--- src/rtl/display_scan.sv ---
// display_scan: multiplexed 8-digit active-low 7-segment scan driver.
// Shadows the number/code request on latch, then walks the digits with a
// per-slot anode blanking window and a one-cycle frame pulse per full scan.
module display_scan #(
    parameter int unsigned PRESCALE = 1000,
    parameter int unsigned BLANK    = 2
) (
    input  logic        clk_i,
    input  logic        rst_ni,
    input  logic        latch_i,
    input  logic        mode_i,
    input  logic [2:0]  dp_i,
    input  logic [3:0]  codes_i,
    input  logic [31:0] num_i,
    output logic [7:0]  an_o,
    output logic [6:0]  seg_o,
    output logic        seg_dp_o,
    output logic        frame_o
);

    localparam int unsigned CNT_W   = (PRESCALE > 1) ? $clog2(PRESCALE) : 1;
    localparam logic [6:0]  SEG_OFF = 7'h7F;
    localparam logic [6:0]  SEG_MIN = 7'h3F;
    localparam logic [6:0]  SEG_E   = 7'h06;
    localparam logic [6:0]  SEG_R   = 7'h2F;

    logic [CNT_W-1:0] cnt_q, cnt_d;
    logic [2:0]       idx_q, idx_d;
    logic             mode_q;
    logic [2:0]       dp_q;
    logic [3:0]       codes_q;
    logic [31:0]      num_q;
    logic [7:0]       an_q, an_d;
    logic [6:0]       seg_q, seg_d;
    logic             seg_dp_q, seg_dp_d;
    logic             frame_q, frame_d;

    logic             cnt_last;
    logic [3:0]       nib;
    logic [2:0]       high_idx;
    logic [2:0]       limit;

    // Nibble to active-low glyph {g,f,e,d,c,b,a}; 0xA is minus, 0xB..0xF blank.
    function automatic logic [6:0] glyph(input logic [3:0] n);
        case (n)
            4'h0:    glyph = 7'h40;
            4'h1:    glyph = 7'h79;
            4'h2:    glyph = 7'h24;
            4'h3:    glyph = 7'h30;
            4'h4:    glyph = 7'h19;
            4'h5:    glyph = 7'h12;
            4'h6:    glyph = 7'h02;
            4'h7:    glyph = 7'h78;
            4'h8:    glyph = 7'h00;
            4'h9:    glyph = 7'h10;
            4'hA:    glyph = SEG_MIN;
            default: glyph = SEG_OFF;
        endcase
    endfunction

    // Next scan position and next registered outputs from the current state.
    always_comb begin
        cnt_last = (cnt_q == CNT_W'(PRESCALE - 1));
        cnt_d    = cnt_last ? '0 : cnt_q + CNT_W'(1);
        idx_d    = cnt_last ? idx_q + 3'd1 : idx_q;
        frame_d  = cnt_last && (idx_q == 3'd7);
        an_d     = (cnt_q < CNT_W'(BLANK)) ? 8'hFF : ~(8'b1 << idx_q);
        seg_d    = SEG_OFF;
        seg_dp_d = 1'b1;
        nib      = num_q[{idx_q, 2'b00} +: 4];
        high_idx = 3'd0;
        for (int i = 0; i < 8; i++) begin
            if (num_q[i*4 +: 4] != 4'h0) high_idx = 3'(i);
        end
        limit = (high_idx > dp_q) ? high_idx : dp_q;

        if (!mode_q) begin
            if (idx_q <= limit) seg_d = glyph(nib);
            if (idx_q == dp_q)  seg_dp_d = 1'b0;
        end else begin
            case (codes_q)
                4'h1: begin
                    if (idx_q == 3'd2)     seg_d = SEG_E;
                    else if (idx_q < 3'd2) seg_d = SEG_R;
                end
                4'h2:    seg_d = SEG_MIN;
                default: seg_d = SEG_OFF;
            endcase
        end
    end

    // Scan counters and request shadows.
    always_ff @(posedge clk_i or negedge rst_ni) begin
        if (!rst_ni) begin
            cnt_q   <= '0;
            idx_q   <= 3'd0;
            mode_q  <= 1'b0;
            dp_q    <= 3'd0;
            codes_q <= 4'h0;
            num_q   <= 32'h0;
        end else begin
            cnt_q <= cnt_d;
            idx_q <= idx_d;
            if (latch_i) begin
                mode_q  <= mode_i;
                dp_q    <= dp_i;
                codes_q <= codes_i;
                num_q   <= num_i;
            end
        end
    end

    // Registered display outputs, all derived from the same scan position.
    always_ff @(posedge clk_i or negedge rst_ni) begin
        if (!rst_ni) begin
            an_q     <= 8'hFF;
            seg_q    <= SEG_OFF;
            seg_dp_q <= 1'b1;
            frame_q  <= 1'b0;
        end else begin
            an_q     <= an_d;
            seg_q    <= seg_d;
            seg_dp_q <= seg_dp_d;
            frame_q  <= frame_d;
        end
    end

    assign an_o     = an_q;
    assign seg_o    = seg_q;
    assign seg_dp_o = seg_dp_q;
    assign frame_o  = frame_q;

endmodule

--- config.mk ---
export PLATFORM = sky130hd
export DESIGN_NAME = display_scan
export DESIGN_NICKNAME = d
export VERILOG_FILES = /design/src/rtl/display_scan.sv
export SDC_FILE = /design/constraint.sdc
export NUM_CORES = 1
export LEC_CHECK = 0
export ABC_CLOCK_PERIOD_IN_PS = 3870
export CORE_AREA = 4 4 89 112
export CTS_BUF_LIST = sky130_fd_sc_hd__clkbuf_8
export DETAILED_ROUTE_END_ITERATION = 16
export DIE_AREA = 0 0 93 116
export PLACE_DENSITY_LB_ADDON = 0.3
export SYNTH_ARGS = -nofsm -noshare
export SYNTH_HDL_FRONTEND = slang
export SYNTH_SLANG_ARGS = --single-unit
--- constraint.sdc ---
create_clock -name clk_i -period 3.87 [get_ports clk_i]
set_clock_uncertainty 0.1 [all_clocks]
set_input_delay 0.774 -clock clk_i [delete_from_list [all_inputs] [get_ports clk_i]]
set_output_delay 0.774 -clock clk_i [all_outputs]
set_load 0.01 [all_outputs]
# After elaboration in Yosys (flattened, before gate mapping)
# Memories as Yosys holds them, arrays and structs flattened.
# Index checks and enable logic that the tools add are counted.
# totals
latchBits	0
output_inout_bits	17
mem_bits_rw	0
in_bits	43
romBits	112
wordCells	51
regBits	70
n_memories	1
# mem_list
memory	depth	width	read_ports	rd_clocked_by_memory_dff	write_ports	line_no	source
(no name shown)	16	7	1	0	0	45	case (n)
# classes
shifts	2
add_sub_neg	2
magnitude_cmp	4
bitwise	1
n_eq_ne	6
n_reduce_logical	8
muxes	17
div	0
mul	0
# ops
cell	count
variable part select 32 x 6 -> 4 bit	1
2-to-1 mux 7 bit	4
nonzero test 4 bit	7
2-to-1 mux 3 bit	5
case mux 7 bit (2 select lines)	1
adder 10 x 1 -> 10 bit, second input constant	1
== test 10 bit, second input constant	1
< comparator 10 x 2 -> 1 bit, second input constant	1
2-to-1 mux 10 bit	1
2-to-1 mux 8 bit	1
NOT 8 bit	1
left shift 1 x 3 -> 8 bit, first input constant	1
== test 4 x 1 -> 1 bit, second input constant	1
== test 4 x 2 -> 1 bit, second input constant	1
2-to-1 mux 2 bit	2
adder 3 x 1 -> 3 bit, second input constant	1
== test 3 x 2 -> 1 bit, second input constant	1
== test 3 bit	1
== test 3 bit, second input constant	1
greater-than comparator 3 bit	1
less-or-equal comparator 3 bit	1
< comparator 3 x 2 -> 1 bit, second input constant	1
2-to-1 mux 1 bit	3
logical AND 1 bit	1

# Longest topological paths before layout
# Gate-level depths: netlist of run 1.
# logic_depth
depth_word	13
depth_mapped	17
depth_no_buf	17

# Worst setup path before layout of run 1
# OpenSTA, ideal clock, no wires.
# synth_path
path_kind	flip-flop to flip-flop
from	register num_q[12]
to	register seg_q[0] (netlist: seg_o[0])
setup_time_ns	0.085
n_path_buf	0
arrival_time_ns	3.128
period_less_slack_ns	3.312
path_slack_ns	0.558
path_stages_with_launch	14
t_required_ns	3.685
cell_sequence	dfrtp_1 -> or4_1 -> o211ai_1 -> nand2_1 -> ha_1 -> a21o_1 -> a21oi_1 -> o21ai_0 -> o31ai_1 -> ha_1 -> a2111oi_0 -> nor2_1 -> o22ai_2 -> o21ai_1
# synth_between
elab_chain_cells	11
elab_cells_between_ends	13
# synth_lines
element	line_no	source
start, declared	32	logic [31:0] num_q;
start signal, assigned	108	num_q <= num_i;
nonzero test 4 bit	73	if (num_q[i*4 +: 4] != 4'h0) high_idx = 3'(i);
2-to-1 mux 2 bit	73	
2-to-1 mux 3 bit (4 in series)	73	
greater-than comparator 3 bit	75	limit = (high_idx > dp_q) ? high_idx : dp_q;
2-to-1 mux 3 bit	75	
less-or-equal comparator 3 bit	78	if (idx_q <= limit) seg_d = glyph(nib);
2-to-1 mux 7 bit (*)	78	
2-to-1 mux 7 bit (*)	77	if (!mode_q) begin
net seg_d[0]	34	logic [6:0] seg_q, seg_d;
end signal, assigned	122	seg_q <= seg_d;
end, declared	34	
# Mark *: on every way through the listed nets, which the timed path passes. The rest lies on a longest branch.
# A chain may end at the register's enable or synchronous reset.

# Final worst setup path of run 1
# Same ends and word-level chain as after synthesis.

==> results.py, run 1 <==
metrics = {
    "outcome": {
        "status": "completed",
    },
    "clock_tree": {
        "postCtsHoldBufs": 0,
        "path_clk_slew_ns": 0.07,
        "cts_sinks": 70,
        "htree_levels": 3,
        "worstSkewPairLatency_ns": 0.35,
        "clock_path_buffers": 2,
        "cts_tree": "built",
        "cts-buffers-inserted": 9,
        "root_buffer": "clkbuf_8",
        "cts_setup_buffers": 0,
    },
    "worst_setup_path": {
        "arrival_ns": 3.74,
        "cp_max_fo": 5,
        "end_kind": "flip-flop",
        "crit_type": "reg2reg",
        "cp.required_ns": 4.04,
        "worstSetupStartpointType": "flip-flop",
    },
    "placed_design": {
        "placed_cells": 454,
        "hpwl_um": 5430,
        "routabilityCongestion": 0.846,
        "io_buffers": 59,
    },
    "synthesis": {
        "synth_seq_area_share_pct": 50.9,
        "yosysWarningCount": 0,
        "synth_edf_count": 0,
        "synth_cells": 278,
        "syn_area_per_cell_um2": 12.5,
        "async_reset_ff_share_pct": 100,
        "synth_cell_type_count": 42,
        "ys_ff_latch": 70,
        "synth_nets": 339,
        "mappedNetlistArea_um2": 3480,
        "synth-main-ff-cell": "dfrtp_1",
    },
    "routing": {
        "wl_per_cell_um": 15.1,
        "vias": 2303,
        "drc": 0,
        "drt-vias-per-instance": 4.90,
        "first_pass_iters": 4,
        "ant_nets": 0,
        "wl_um": 7090,
        "drt_iter0_markers": 71,
    },
    "min_path": {
        "hold_path.class": "reg2reg",
    },
    "sta": {
        "min_period_ns": 3.57,
        "hold_ws_ns": 0.363,
        "worst_pin_slew_ns": 0.947,
        "hold_viol": 0,
        "finalSetupViolCount": 0,
        "fmax_mhz": 280,
        "maxSlewViolCount": 0,
        "fin_crit_sh_pct": 92.3,
        "slew_headroom_pct": 36.9,
    },
    "floorplanning": {
        "initial_core_util_pct": 38.8,
        "rows": 39,
        "dieWidth_um": 93,
        "die_area_um2": 10800,
        "ios": 60,
        "core_um2": 8980,
        "die_height_um": 116,
    },
    "finish": {
        "num_antenna_cells": 0,
        "final_cell_mix": "clkdlybuf4s50_1, dfrtp_1, mux2_2, nor2_1, ha_1",
        "synthToLayoutAreaGrowth_pct": 26.8,
        "drive_gt1_share_pct": 25.4,
        "fin_nets": 403,
        "fillers": 852,
        "fin_cells": 470,
        "final_common_cell": "clkdlybuf4s50_1",
    },
    "global_routing": {
        "gr-usage-all-layers_pct": 14.3,
        "antenna_found_initial": 0,
        "grt_pass1_wl_um": 11800,
        "grt_max_degree": 43,
        "grt_pass1_vias": 2438,
        "overflow": 0,
    },
    "power_and_ir_drop": {
        "total_power_mw": 1.72,
        "peakVddDrop_v": 0.000241,
        "p_leak_nw": 1.84,
        "power_density_nw_per_um2": 390,
    },
    "run": {
        "drv_cap": 0,
    },
}
==> critical path: stages, from the launching register on <==
cell and delay [ns]:
dfrtp_1 0.39, or4_1 0.55, o21ai_0 0.19, a21oi_1 0.11, nor2_1 0.13, ha_1 0.15, inv_1 0.04, a21o_1 0.18
a21oi_2 0.25, o21ai_0 0.13, o31ai_1 0.08, ha_1 0.29, a2111oi_1 0.45, nor2_1 0.16, o22ai_2 0.18, o21ai_1 0.09
==> worst paths after layout <==
| check | from | to | slack [ns] | cells after the start |
|---|---|---|---|---|
| max in group asynchronous | rst_ni | seg_dp_o | 2.36 | 2 |
| min in group asynchronous | rst_ni | num_q[6] | 0.48 | 1 |
| max | num_q[12] | seg_o[0] | 0.30 | 15 |
| min reg2reg | cnt_q[0] | cnt_q[0] | 0.36 | 1 |
| min | cnt_q[0] | cnt_q[0] | 0.36 | 1 |
| max reg2reg | num_q[12] | seg_o[0] | 0.30 | 15 |
==> sequential cells by signal, indices dropped and copies added (netlist names) <==
register  cells
codes_q       4
seg_o         7
frame_o       1
idx_q         3
num_q        32
dp_q          3
mode_q        1
an_o          8
seg_dp_o      1
cnt_q        10
==> layer usage <==
metal  vias to the layer above  global-route usage, %  part of all wire [%]
li1                       1119                      -                     -
met5                         -                      0                     0
met4                         0                   6.74                   2.7
met2                        60                   23.3                    50
met3                        16                   4.29                   5.0
met1                      1108                   17.5                    43
==> stage by stage <==
step / TNS [ns] / setup slack [ns] / util, % / area, um^2
after CTS: 0 / 0.0751 / 49.1 / 4410
after global placement: 0 / 0.348 / 46.7 / 4190
after global routing: -0.0293 / -0.0123 / 49.2 / 4420
final: 0 / 0.300 / 49.2 / 4420
after detailed placement: 0 / 0.115 / 46.7 / 4190
after floorplan: 0 / 0.558 / - / 3480
==> kinds of logic after synthesis <==
logic type,Yosys count,share of synthesized area [%]
simple gates,70,9.95
flops,70,50.9
compound gates,32,5.78
fa+ha+maj,18,6.47
xor+xnor,12,3.02
buf+inv,21,2.80
mux,55,21.1
==> area by class of cell <==
class,instances,area (um^2),area share [%]
timing repair buffer,63,611,13.8
inverter,11,41.3,0.935
clock inverter,3,40.0,0.907
multi-input combinational,187,1620,36.7
sequential,70,1770,40.1
tap,123,154,3.49
clock buffer,13,179,4.05
==> timing repair <==
action | CTS | global route
endpoints found under the setup margin | 0 | 7
hold endpoints to repair | 0 | 0
gates resized for setup | 0 | 2
==> cell usage after synthesis (all sizes together), types with 2 or more instances <==
cell type	instances	area share, %
xnor2	4	1.0
mux2i	8	3.0
o31ai	2	0.43
a21o	2	0.43
xor2	8	2.0
nor2	19	2.0
or2	2	0.36
or4	5	1.1
nor2b	2	0.36
dfrtp	54	39
mux2	39	13
dfstp	16	12
nor4	5	0.90
inv	10	1.1
ha	18	6.5
buf	5	1.1
mux4	8	5.5
nand2	14	1.5
clkbuf	5	0.54
nor3	2	0.29
a21oi	8	1.1
a31oi	2	0.36
nand2b	2	0.36
o21ai	11	1.6
and2	2	0.36
nand3	13	1.9
==> report_power, final <==
group	internal [mW]	total (mW)	switching, mW
logic	0.150	0.257	0.107
registers	0.799	0.838	0.0383
clock network	0.366	0.626	0.260
total	1.32	1.72	0.405
Note: power is estimated with default switching activity, not from simulation.
==> run 2: changes to the inputs <==
ABC_CLOCK_PERIOD_IN_PS = 4100   (was 3870)
GPL_TIMING_DRIVEN = 0   (was default)
clock period = 4.1 ns   (was 3.87 ns; I/O delays follow)
==> results.py, run 2 (synthesized netlist as in run 1, its figures left out) <==
metrics = {
    "worst_setup_path": {
        "cp_max_fo": 5,
        "r2r_slack_ns": 0.49,
        "cp.required_ns": 4.27,
        "end_kind": "flip-flop",
        "path_buf_inv": 1,
        "crit_family": "compound AO/OA/AOI/OAI gates",
        "arrival_ns": 3.78,
        "path_cells": "or4_1, o21ai_0, a21oi_1, nor2_1, ha_1, inv_1, a21o_1, a21oi_2, o21ai_0, o31ai_1, ha_1, a2111oi_1, nor2_1, o22ai_2, o21ai_1",
        "worstSetupStartpointType": "flip-flop",
        "crit_type": "reg2reg",
        "cpMaxStageDelayCell": "or4_1",
        "cp_slowest_stage_delay_ns": 0.56,
    },
    "sta": {
        "finalSetupTns_ns": 0,
        "hold_viol": 0,
        "maxSlewViolCount": 0,
        "rsz0062_at_grt": "no",
        "finalSetupViolCount": 0,
        "worst_pin_slew_ns": 0.853,
        "fmax_mhz": 277,
        "slew_headroom_pct": 43.2,
        "fin_crit_sh_pct": 88.0,
        "min_period_ns": 3.61,
    },
    "floorplanning": {
        "rows": 39,
        "ios": 60,
        "die_area_um2": 10800,
        "initial_core_util_pct": 38.8,
        "dieWidth_um": 93,
        "die_height_um": 116,
        "core_um2": 8980,
    },
    "finish": {
        "drive_gt1_share_pct": 24.7,
        "largest_reg_flops": 32,
        "fillers": 845,
        "regMostFlops": "num_q",
        "final_cell_mix": "clkdlybuf4s50_1, dfrtp_1, mux2_2, nor2_1, ha_1",
        "final_common_cell": "clkdlybuf4s50_1",
        "synthToLayoutAreaGrowth_pct": 28.3,
        "num_antenna_cells": 0,
        "fin_nets": 408,
        "postLayoutCellArea_um2": 4470,
    },
    "routing": {
        "drt_iter0_markers": 65,
        "ant_nets": 0,
        "wl_um": 7030,
        "vias": 2361,
        "wl_per_cell_um": 14.8,
        "first_pass_iters": 4,
        "drc": 0,
        "drt-vias-per-instance": 4.97,
    },
    "global_routing": {
        "grt_pass1_wl_um": 11600,
        "antenna_found_initial": 0,
        "use_met1_pct": 16.4,
        "met3_usage_pct": 3.83,
        "grt_pass1_vias": 2415,
        "overflow": 0,
        "gr-usage-all-layers_pct": 14.2,
        "met2_usage_pct": 24.3,
        "top_usage_layer": "met2",
        "grt_max_degree": 71,
    },
    "placed_design": {
        "io_buffers": 58,
        "dpl-instance-area_um2": 4220,
        "hpwl_um": 5430,
        "routabilityCongestion": 0.815,
    },
    "clock_tree": {
        "postCtsHoldBufs": 0,
        "cts_tree": "built",
        "clock_path_buffers": 2,
        "path_clk_slew_ns": 0.07,
        "cts_setup_buffers": 0,
        "cts_resized": 0,
        "cts-buffers-inserted": 9,
        "cts_sinks": 70,
        "root_buffer": "clkbuf_8",
        "worstSkewPairLatency_ns": 0.35,
        "htree_levels": 3,
    },
    "power_and_ir_drop": {
        "power_density_nw_per_um2": 382,
        "p_leak_nw": 1.86,
        "peakVddDrop_v": 0.000183,
    },
    "outcome": {
        "status": "completed",
    },
    "run": {
        "drv_cap": 0,
    },
    "min_path": {
        "hold_path.class": "reg2reg",
    },
}
run 2: worst reg2reg max path: stages, from the launching register on:
cell       delay [ns]
dfrtp_1          0.40
or4_1            0.56
o21ai_0          0.19
a21oi_1          0.13
nor2_1           0.13
ha_1             0.15
inv_1            0.04
a21o_1           0.18
a21oi_2          0.25
o21ai_0          0.13
o31ai_1          0.09
ha_1             0.30
a2111oi_1        0.43
nor2_1           0.18
o22ai_2          0.18
o21ai_1          0.09
run 2: cell type report:
class	instances	area, um^2	area share (%)
Buffer	10	56.3	1.26
Clock buffer	10	138	3.08
Clock inverter	6	110	2.46
Inverter	11	41.3	0.924
Multi-Input combinational cell	187	1620	36.2
Sequential cell	70	1770	39.7
Tap cell	123	154	3.44
Timing Repair Buffer	58	578	12.9
run 2: worst paths after layout:
check	start	endpoint	depth (start not counted)
worst max-delay path	num_q[12]	seg_o[5]	15
worst max register to register	num_q[12]	seg_o[5]	15
min in group asynchronous	rst_ni	num_q[7]	1
worst min-delay path	cnt_q[0]	cnt_q[0]	1
max in group asynchronous	rst_ni	codes_q[0]	1
worst min register to register	cnt_q[0]	cnt_q[0]	1
run 2: metrics by stage:
step	hold slack [ns]	instances	setup WS, ns	utilization (%)	total power [mW]
2_1_floorplan	0.333	278	0.788	-	0.930
3_3_place_gp	0.347	459	-0.129	47.0	1.04
3_5_place_dp	0.355	459	0.279	46.9	1.05
4_1_cts	0.364	475	0.248	49.7	1.74
5_1_grt	0.389	475	0.153	49.8	1.79
6_report	0.358	475	0.494	49.8	1.71
run 2: per-layer routing:
metal | routed length (um) | part of all wire, %
met1 | 2910 | 41
met2 | 3560 | 51
met3 | 337 | 4.8
met4 | 214 | 3.0
met5 | 0 | 0
run 2: where the power goes:
group	internal [mW]	switching (mW)	total (mW)
combinational	0.143	0.0986	0.241
clock	0.419	0.255	0.674
sequential	0.754	0.0391	0.793
total	1.32	0.392	1.71
==> run 3: changes to the inputs <==
GPL_TIMING_DRIVEN = default   (was 0)
==> results.py, run 3 (synthesized netlist as in run 1, its figures left out) <==
metrics = {
    "routing": {
        "drt_iter0_markers": 93,
        "wl_um": 7060,
        "vias": 2359,
        "first_pass_iters": 4,
        "drc": 0,
        "ant_nets": 0,
        "wl_per_cell_um": 15.0,
        "drt-vias-per-instance": 5.02,
    },
    "global_routing": {
        "grt_max_degree": 43,
        "grt_pass1_vias": 2403,
        "grt_pass1_wl_um": 11700,
        "antenna_found_initial": 0,
        "overflow": 0,
        "gr-usage-all-layers_pct": 14.1,
    },
    "clock_tree": {
        "cts-buffers-inserted": 9,
        "cts_sinks": 70,
        "worstSkewPairLatency_ns": 0.34,
        "htree_levels": 3,
        "cts_setup_buffers": 0,
        "clock_path_buffers": 2,
        "cts_tree": "built",
        "postCtsHoldBufs": 0,
        "cts_resized": 0,
        "path_clk_slew_ns": 0.07,
        "root_buffer": "clkbuf_8",
    },
    "outcome": {
        "status": "completed",
    },
    "sta": {
        "finalSetupViolCount": 0,
        "fmax_mhz": 275,
        "maxSlewViolCount": 0,
        "rsz0062_at_grt": "no",
        "min_period_ns": 3.64,
        "slew_headroom_pct": 28.9,
        "fin_crit_sh_pct": 88.8,
        "worst_pin_slew_ns": 1.06,
        "finalSetupTns_ns": 0,
        "hold_viol": 0,
        "hold_ws_ns": 0.318,
    },
    "floorplanning": {
        "die_area_um2": 10800,
        "rows": 39,
        "core_um2": 8980,
        "initial_core_util_pct": 38.8,
        "dieWidth_um": 93,
        "ios": 60,
        "die_height_um": 116,
    },
    "placed_design": {
        "io_buffers": 59,
        "hpwl_um": 5440,
        "routabilityCongestion": 0.835,
        "dpl-instance-area_um2": 4190,
    },
    "power_and_ir_drop": {
        "total_power_mw": 1.64,
        "combPwrFrac_pct": 14.6,
        "p_leak_nw": 1.84,
        "p_switching_uw": 378,
        "power_density_nw_per_um2": 372,
        "pwr-share-clk_pct": 37.3,
        "peakVddDrop_v": 0.000231,
        "seqPwrFrac_pct": 48.1,
        "internal_power_mw": 1.27,
        "netSwitchingFraction_pct": 23.0,
    },
    "worst_setup_path": {
        "arrival_ns": 3.80,
        "cp_slowest_stage_delay_ns": 0.55,
        "reg2reg_to": "seg_o[3]",
        "worstSetupStartpointType": "flip-flop",
        "path_cells": "or4_1, o21ai_0, a21oi_1, nor2_1, ha_1, inv_1, a21o_1, a21oi_1, o21ai_0, o31ai_1, ha_1, a2111oi_1, nor2_1, o22ai_2, o21ai_1",
        "end_kind": "flip-flop",
        "r2r_slack_ns": 0.46,
        "cpMaxStageDelayCell": "or4_1",
        "crit_type": "reg2reg",
        "rr_startpoint": "num_q[12]",
        "cp_max_fo": 5,
        "cp.required_ns": 4.26,
        "rr_worst_depth": 15,
    },
    "finish": {
        "regMostFlops": "num_q",
        "postLayoutCellArea_um2": 4420,
        "drive_gt1_share_pct": 24.5,
        "fin_nets": 403,
        "final_common_cell": "clkdlybuf4s50_1",
        "largest_reg_flops": 32,
        "synthToLayoutAreaGrowth_pct": 26.8,
        "num_antenna_cells": 0,
        "final_cell_mix": "clkdlybuf4s50_1, dfrtp_1, mux2_2, nor2_1, ha_1",
    },
    "min_path": {
        "hold_path.class": "in2async",
    },
    "run": {
        "drv_cap": 0,
    },
}
==> run 3: through the flow <==
step | util (%) | instances | setup slack [ns]
after floorplan | - | 278 | 0.788
after global placement | 46.7 | 454 | 0.577
after detailed placement | 46.7 | 454 | 0.437
after CTS | 49.2 | 470 | 0.422
after global routing | 49.2 | 470 | 0.114
final | 49.2 | 470 | 0.461
==> run 3: power groups by stage <==
| stage | clock [mW] | combinational, mW | sequential [mW] |
|---|---|---|---|
| after floorplan | 0 | 0.132 | 0.798 |
| after detailed placement | 0 | 0.242 | 0.805 |
| final | 0.614 | 0.240 | 0.791 |
| after CTS | 0.632 | 0.243 | 0.792 |
| after global routing | 0.656 | 0.264 | 0.799 |
| after global placement | 0 | 0.239 | 0.802 |
==> run 3: area by class of cell <==
| class | instances | area, um^2 |
|---|---|---|
| inverter | 11 | 41.3 |
| tap | 123 | 154 |
| clock inverter | 5 | 72.6 |
| sequential | 70 | 1770 |
| fill | 830 | 4560 |
| clock buffer | 11 | 151 |
| multi-input combinational | 187 | 1620 |
| timing repair buffer | 63 | 611 |
==> run 3: how the worst max path moves through the flow <==
stage	endpoint	from	depth (start not counted)	slack [ns]
after global routing	seg_o[3]	num_q[12]	15	0.11
final	seg_o[3]	num_q[12]	15	0.46
after detailed placement	seg_o[3]	num_q[12]	15	0.44
after global placement	seg_o[5]	num_q[12]	15	0.58
after floorplan	seg_o[0]	num_q[12]	13	0.79
after CTS	seg_o[3]	num_q[12]	15	0.42
==> run 3: critical path, delay by kind of cell, from the launching register on <==
family / cells / cell delay [ns]
compound gates: 9 / 1.74
flops: 1 / 0.40
simple gates: 3 / 0.84
fa+ha+maj: 2 / 0.43
buf+inv: 1 / 0.04
==> run 3: layer usage <==
| layer | GRT usage (%) | routed length, um | up-vias | share of wire, % |
|---|---|---|---|---|
| met5 | 0 | 0 | - | 0 |
| met4 | 6.16 | 127 | 0 | 1.8 |
| met3 | 3.57 | 327 | 9 | 4.6 |
| met2 | 24.6 | 3660 | 55 | 52 |
| met1 | 16.4 | 2940 | 1166 | 42 |
| li1 | - | - | 1129 | - |
